[src/rtl/spi_settings_bridge_pkg.sv]
// Shared definitions for the SPI settings bridge: register map, command layout
// and the SPI configuration word format.
package spi_settings_bridge_pkg;

   typedef enum logic [1:0] {
      REG_DIVIDER = 2'd0,
      REG_CONFIG  = 2'd1,
      REG_PUSH    = 2'd2,
      REG_CLR_OVF = 2'd3
   } reg_off_e;

   localparam int unsigned DIV_W   = 16;
   localparam int unsigned SS_W    = 24;
   localparam int unsigned NBITS_W = 6;
   localparam int unsigned DATA_W  = 32;
   localparam int unsigned CFG_W   = 32;
   localparam int unsigned CMD_W   = DIV_W + CFG_W + DATA_W;

   localparam int unsigned CMD_DATA_LSB = 0;
   localparam int unsigned CMD_CFG_LSB  = CMD_DATA_LSB + DATA_W;
   localparam int unsigned CMD_DIV_LSB  = CMD_CFG_LSB + CFG_W;

   typedef struct packed {
      logic               dataout_edge;
      logic               datain_edge;
      logic [NBITS_W-1:0] num_bits;
      logic [SS_W-1:0]    slave_sel;
   } spi_cfg_t;

   function automatic logic [CMD_W-1:0] pack_cmd(input logic [DIV_W-1:0]  div,
                                                  input spi_cfg_t          cfg,
                                                  input logic [DATA_W-1:0] data);
      logic [CMD_W-1:0] cmd;
      cmd = '0;
      cmd[CMD_DIV_LSB +: DIV_W]   = div;
      cmd[CMD_CFG_LSB +: CFG_W]   = cfg;
      cmd[CMD_DATA_LSB +: DATA_W] = data;
      return cmd;
   endfunction

endpackage

[src/rtl/spi_settings_bridge_cmd_fifo.sv]
// First-word-fall-through command queue with extra-bit pointers; a push while
// full is accepted only when a pop frees a slot in the same cycle.
module axis_cmd_fifo
   import spi_settings_bridge_pkg::*;
#(
   parameter int unsigned WIDTH = CMD_W,
   parameter int unsigned AW    = 2
) (
   input  logic             clock,
   input  logic             reset,
   input  logic             i_push,
   input  logic [WIDTH-1:0] i_data,
   input  logic             i_pop,
   output logic [WIDTH-1:0] o_data,
   output logic             o_full,
   output logic             o_empty,
   output logic             o_empty_next
);

   localparam int unsigned DEPTH = 1 << AW;

   logic [WIDTH-1:0] r_mem [DEPTH];
   logic [AW:0]      r_wr_ptr;
   logic [AW:0]      r_rd_ptr;
   logic [AW:0]      w_wr_next;
   logic [AW:0]      w_rd_next;
   logic             w_do_push;
   logic             w_do_pop;

   assign o_empty   = (r_wr_ptr == r_rd_ptr);
   assign o_full    = (r_wr_ptr[AW] != r_rd_ptr[AW]) &&
                      (r_wr_ptr[AW-1:0] == r_rd_ptr[AW-1:0]);
   assign w_do_pop  = i_pop && !o_empty;
   assign w_do_push = i_push && (!o_full || w_do_pop);

   always_comb begin
      w_wr_next = r_wr_ptr;
      w_rd_next = r_rd_ptr;
      if (w_do_push) w_wr_next = r_wr_ptr + (AW+1)'(1);
      if (w_do_pop)  w_rd_next = r_rd_ptr + (AW+1)'(1);
   end

   assign o_empty_next = (w_wr_next == w_rd_next);
   assign o_data       = r_mem[r_rd_ptr[AW-1:0]];

   always_ff @(posedge clock) begin
      if (reset) begin
         r_wr_ptr <= '0;
         r_rd_ptr <= '0;
      end else begin
         r_wr_ptr <= w_wr_next;
         r_rd_ptr <= w_rd_next;
      end
   end

   always_ff @(posedge clock) begin
      if (!reset && w_do_push) r_mem[r_wr_ptr[AW-1:0]] <= i_data;
   end

endmodule

[src/rtl/spi_settings_bridge.sv]
// Settings-bus to AXI-stream bridge: builds SPI commands from register writes,
// queues them, and tracks outstanding transactions against returning readbacks.
module spi_settings_bridge
   import spi_settings_bridge_pkg::*;
#(
   parameter int unsigned BASE    = 0,
   parameter int unsigned DESTW   = 1,
   parameter int unsigned DEST    = 0,
   parameter int unsigned FIFO_AW = 2
) (
   input  logic              clock,
   input  logic              reset,
   input  logic              set_stb,
   input  logic [7:0]        set_addr,
   input  logic [31:0]       set_data,
   output logic [DESTW-1:0]  CONFIG_tdest,
   output logic [CMD_W-1:0]  CONFIG_tdata,
   output logic              CONFIG_tvalid,
   input  logic              CONFIG_tready,
   input  logic [DESTW-1:0]  READBACK_tdest,
   input  logic [31:0]       READBACK_tdata,
   input  logic              READBACK_tvalid,
   output logic              READBACK_tready,
   output logic [31:0]       readback,
   output logic              ready,
   output logic              overflow
);

   localparam logic [FIFO_AW:0] OUT_ONE = (FIFO_AW+1)'(1);

   logic [DIV_W-1:0]  r_divider;
   spi_cfg_t          r_config;
   logic [31:0]       r_readback;
   logic              r_overflow;
   logic              r_ready;
   logic [FIFO_AW:0]  r_outstanding;
   logic [FIFO_AW:0]  w_out_next;

   logic [7:0]        w_rel;
   logic              w_hit;
   reg_off_e          w_off;
   logic              w_wr_div;
   logic              w_wr_cfg;
   logic              w_wr_push;
   logic              w_wr_clr;
   logic [CMD_W-1:0]  w_cmd;
   logic              w_cfg_hs;
   logic              w_rb_match;
   logic              w_fifo_full;
   logic              w_fifo_empty;
   logic              w_fifo_empty_next;

   assign w_rel     = set_addr - 8'(BASE);
   assign w_hit     = set_stb && !reset && (w_rel[7:2] == 6'd0);
   assign w_off     = reg_off_e'(w_rel[1:0]);
   assign w_wr_div  = w_hit && (w_off == REG_DIVIDER);
   assign w_wr_cfg  = w_hit && (w_off == REG_CONFIG);
   assign w_wr_push = w_hit && (w_off == REG_PUSH);
   assign w_wr_clr  = w_hit && (w_off == REG_CLR_OVF);

   // Only one address per cycle, so a push always sees the pre-cycle registers.
   assign w_cmd = pack_cmd(r_divider, r_config, set_data);

   assign CONFIG_tdest    = DESTW'(DEST);
   assign CONFIG_tvalid   = !w_fifo_empty && !reset;
   assign READBACK_tready = !reset;
   assign w_cfg_hs        = CONFIG_tvalid && CONFIG_tready;
   assign w_rb_match      = READBACK_tvalid && READBACK_tready &&
                            (READBACK_tdest == DESTW'(DEST));

   axis_cmd_fifo #(
      .WIDTH (CMD_W),
      .AW    (FIFO_AW)
   ) u_cmd_fifo (
      .clock        (clock),
      .reset        (reset),
      .i_push       (w_wr_push),
      .i_data       (w_cmd),
      .i_pop        (w_cfg_hs),
      .o_data       (CONFIG_tdata),
      .o_full       (w_fifo_full),
      .o_empty      (w_fifo_empty),
      .o_empty_next (w_fifo_empty_next)
   );

   // Counter saturates at both ends; stray readbacks never underflow it.
   always_comb begin
      w_out_next = r_outstanding;
      if (w_cfg_hs && !w_rb_match) begin
         if (r_outstanding != '1) w_out_next = r_outstanding + OUT_ONE;
      end else if (!w_cfg_hs && w_rb_match) begin
         if (r_outstanding != '0) w_out_next = r_outstanding - OUT_ONE;
      end
   end

   always_ff @(posedge clock) begin
      if (reset) begin
         r_divider     <= '0;
         r_config      <= '0;
         r_readback    <= '0;
         r_overflow    <= 1'b0;
         r_outstanding <= '0;
         r_ready       <= 1'b1;
      end else begin
         if (w_wr_div) r_divider <= set_data[DIV_W-1:0];
         if (w_wr_cfg) r_config  <= spi_cfg_t'(set_data);
         if (w_wr_clr) begin
            r_overflow <= 1'b0;
         end else if (w_wr_push && w_fifo_full && !w_cfg_hs) begin
            r_overflow <= 1'b1;
         end
         if (w_rb_match) r_readback <= READBACK_tdata;
         r_outstanding <= w_out_next;
         r_ready       <= w_fifo_empty_next && (w_out_next == '0);
      end
   end

   assign readback = r_readback;
   assign ready    = r_ready;
   assign overflow = r_overflow;

endmodule

[config.mk]
export PLATFORM = sky130hd
export DESIGN_NAME = spi_settings_bridge
export DESIGN_NICKNAME = d
export VERILOG_FILES = /design/src/rtl/spi_settings_bridge_pkg.sv /design/src/rtl/spi_settings_bridge_cmd_fifo.sv /design/src/rtl/spi_settings_bridge.sv
export SDC_FILE = /design/constraint.sdc
export NUM_CORES = 1
export LEC_CHECK = 0
export ABC_AREA = 1
export BUFFER_PORTS_ARGS = -buffer_cell sky130_fd_sc_hd__buf_2
export CAP_MARGIN = 20
export CORE_MARGIN = 2
export CORE_UTILIZATION = 48
export DETAILED_ROUTE_END_ITERATION = 6
export HOLD_SLACK_MARGIN = 0.05
export PLACE_DENSITY = 0.68
export SKIP_LAST_GASP = 1
export SLEW_MARGIN = 30
export SYNTH_ARGS = -nofsm -noshare
export SYNTH_HDL_FRONTEND = slang
export SYNTH_SLANG_ARGS = --single-unit
export TNS_END_PERCENT = 1
[constraint.sdc]
create_clock -name clock -period 12.35 [get_ports clock]
set_input_delay 0 -clock clock [delete_from_list [all_inputs] [get_ports clock]]
set_output_delay 0 -clock clock [all_outputs]
set_load 0.03 [all_outputs]
==> out/metrics.yaml <==
fin_cells: 1950
crit_path_max_fanout: 76
place_congestion: 0.8252
fillers: 2421
p_leak_nw: 6.964
die_h_microns: 183.5
synthToLayoutAreaGrowth_pct: 21.50
drive_above_1_share_pct: 18.35
cts_tree: "yes"
async_reset_ff_share_pct: 0
hold_start: "READBACK_tdest"
grt_max_degree: 95
synth_nets: 1362
grt_use_total_pct: 20.54
cts-htree-levels: 2
portBuffers: 193
post_cts_resized: 0
finalHoldViolations: 0
fin_area_sq_um: 18790
rsz0062_at_grt: "no"
mostFrequentLayoutCells: "edfxtp_1 (320), nor2_1 (238), o21ai_0 (238)"
die_area_sq_um: 33680
avgViaCountPerCell: 5.343
num_vias: 10418
avgRoutedWirePerCell_microns: 17.87
synth_area_sq_um: 15470
nNetsFinal: 1602
coreArea_sq_um: 31640
clock_skew_ns: 0.01562
synth_edf_count: 320
dp_cells: 1803
outcome: "completed"
numCtsBuffers: 41
clock.fmax_mhz: 274.8
cts_setup_buffers: 0
rows: 65
cts_hold_buf: 71
final_common_cell: "edfxtp_1"
cts-root-buf: "clkbuf_16"
reg2reg_from: "u_cmd_fifo.r_rd_ptr[0]$_SDFF_PP0_"
slew_headroom_pct: 36.99
num_io_pins: 195
dr.first_iter.drc_count: 974
post_dp_cell_area_sq_um: 16750
finalSetupViolCount: 0
maxCapViolCount: 0
period_needed_ns: 3.639
path_class: "flop to flop"
synth_cell_types: 33
power-per-cell-area_nw_per_um2: 148.9
n_antenna_cell: 0
initial_utilization_pct: 48.89
hpwl_microns: 18450
power.total_mw: 2.799
grt_overflow_total: 0
wirelength_microns: 34850
grt_pass1_wl_microns: 54900
seq_area_frac_synth_pct: 73.90
holdWs_ns: 0.07791
vdd.ir_drop.worst_uv: 78.28
hold_path.class: "primary input to flop"
endpoint_kind: "flop"
drc: 0
report.final.slew_viol_count: 0
avgSynthCellArea_sq_um: 12.13
path_clk_slew_ns: 0.06
clk_latency_ns: 0.53
ys.flop_type: "edfxtp_1"
max-clock-path-buffers: 3
ys_warn_count: 0
first_pass_iters: 5
post-route-period-util_pct: 29.47
critPathLaunchType: "flop"
critPathArrivalTime_ns: 3.78
grt_pass1_vias: 10394
ant_nets: 0
clock-sinks: 411
tightest_slew_ns: 0.9452
yosys_register_bits: 411
crit_start: "u_cmd_fifo.r_rd_ptr[0]$_SDFF_PP0_"
dieWidth_microns: 183.5
fin_tns_setup_ns: 0
netlist_instances: 1275
antenna_found_initial: 0
required_ns: 12.49
[where the power goes]
part | internal [mW] | total [mW] | switching (mW)
sequential | 1.48 | 1.49 | 0.00422
clock | 0.716 | 1.21 | 0.493
combinational | 0.0380 | 0.101 | 0.0627
total | 2.24 | 2.80 | 0.560
[layout make-up]
type	count	area (sq um)	share of cell area (%)
clock buffer	57	1149	6.112
clock inverter	19	178.9	0.9521
inverter	81	307.8	1.638
multi-input combinational	704	3441	18.31
sequential	411	11440	60.85
tap	402	503.0	2.676
timing repair buffer	276	1778	9.461
[flip-flops by register name, indices dropped and copies added, names as in the netlist]
| name | flops |
|---|---|
| overflow | 1 |
| r_config | 32 |
| r_divider | 16 |
| r_outstanding | 3 |
| readback | 32 |
| ready | 1 |
| u_cmd_fifo.r_mem | 320 |
| u_cmd_fifo.r_rd_ptr | 3 |
| u_cmd_fifo.r_wr_ptr | 3 |
[layer usage]
layer | wire, microns | up-vias | GRT usage [%]
met5 | 0 | - | 0
met4 | 519 | 0 | 4.896
met3 | 2115 | 43 | 3.586
met2 | 16660 | 320 | 34.52
met1 | 15550 | 5031 | 28.01
li1 | - | 5024 | -
[kinds of logic after synthesis]
group / share of synthesized area, %
DFF: 73.90
adders and majority gates: 0.7281
and+or+nand+nor: 8.081
xor gates and xnor gates: 0.2832
buffers and inverters: 4.045
AOI/OAI and AO/OA: 12.93
other: 0.02424
[cell usage after synthesis (2+ instances only)]
library cell  instances  area, sq um
o22ai_1              80        500.5
buf_2                 7        35.03
edfxtp_1            320         9609
nand2_1              44        165.2
nor2_1              242        908.4
inv_2                 4        15.01
nand4_1               5        31.28
o21ai_1               4        20.02
buf_1                 3        11.26
a21oi_1              52        260.3
o21ai_0             238         1191
xor2_1                2        17.52
buf_4                 2        15.01
inv_1                76        285.3
clkbuf_1             66        247.7
nand3_1              12        60.06
nand3_2               2        20.02
xnor2_1               3        26.28
dfxtp_1              91         1822
ha_1                  9        112.6
[path summary, 6_finish.rpt]
kind / to / slack [ns] / cells past startpoint
hold reg to reg: r_config[9]$_SDFFE_PP0P_ / 0.49 / 2
setup / recovery: u_cmd_fifo.r_mem[3][9]$_DFFE_PP_ / 8.71 / 8
setup reg to reg: u_cmd_fifo.r_mem[3][9]$_DFFE_PP_ / 8.71 / 8
hold / removal: readback[28]$_SDFFE_PP0P_ / 0.08 / 5
[stage by stage]
stage	setup slack, ns	utilization (%)
floorplan	7.599	-
global placement	8.741	52.92
detailed placement	8.676	52.96
CTS	8.668	59.40
global route	8.428	59.40
finish	8.711	59.40
[critical path, cell delays in order, from the launching register on]
cell      delay [ns]
dfxtp_4         0.58
inv_4           0.66
nand2_1         0.10
nand2_1         0.10
nor2_1          0.05
o211ai_2        0.11
nand2_2         0.23
nor2_4          0.53
buf_4           0.82
(Power assumes the default switching activity.)
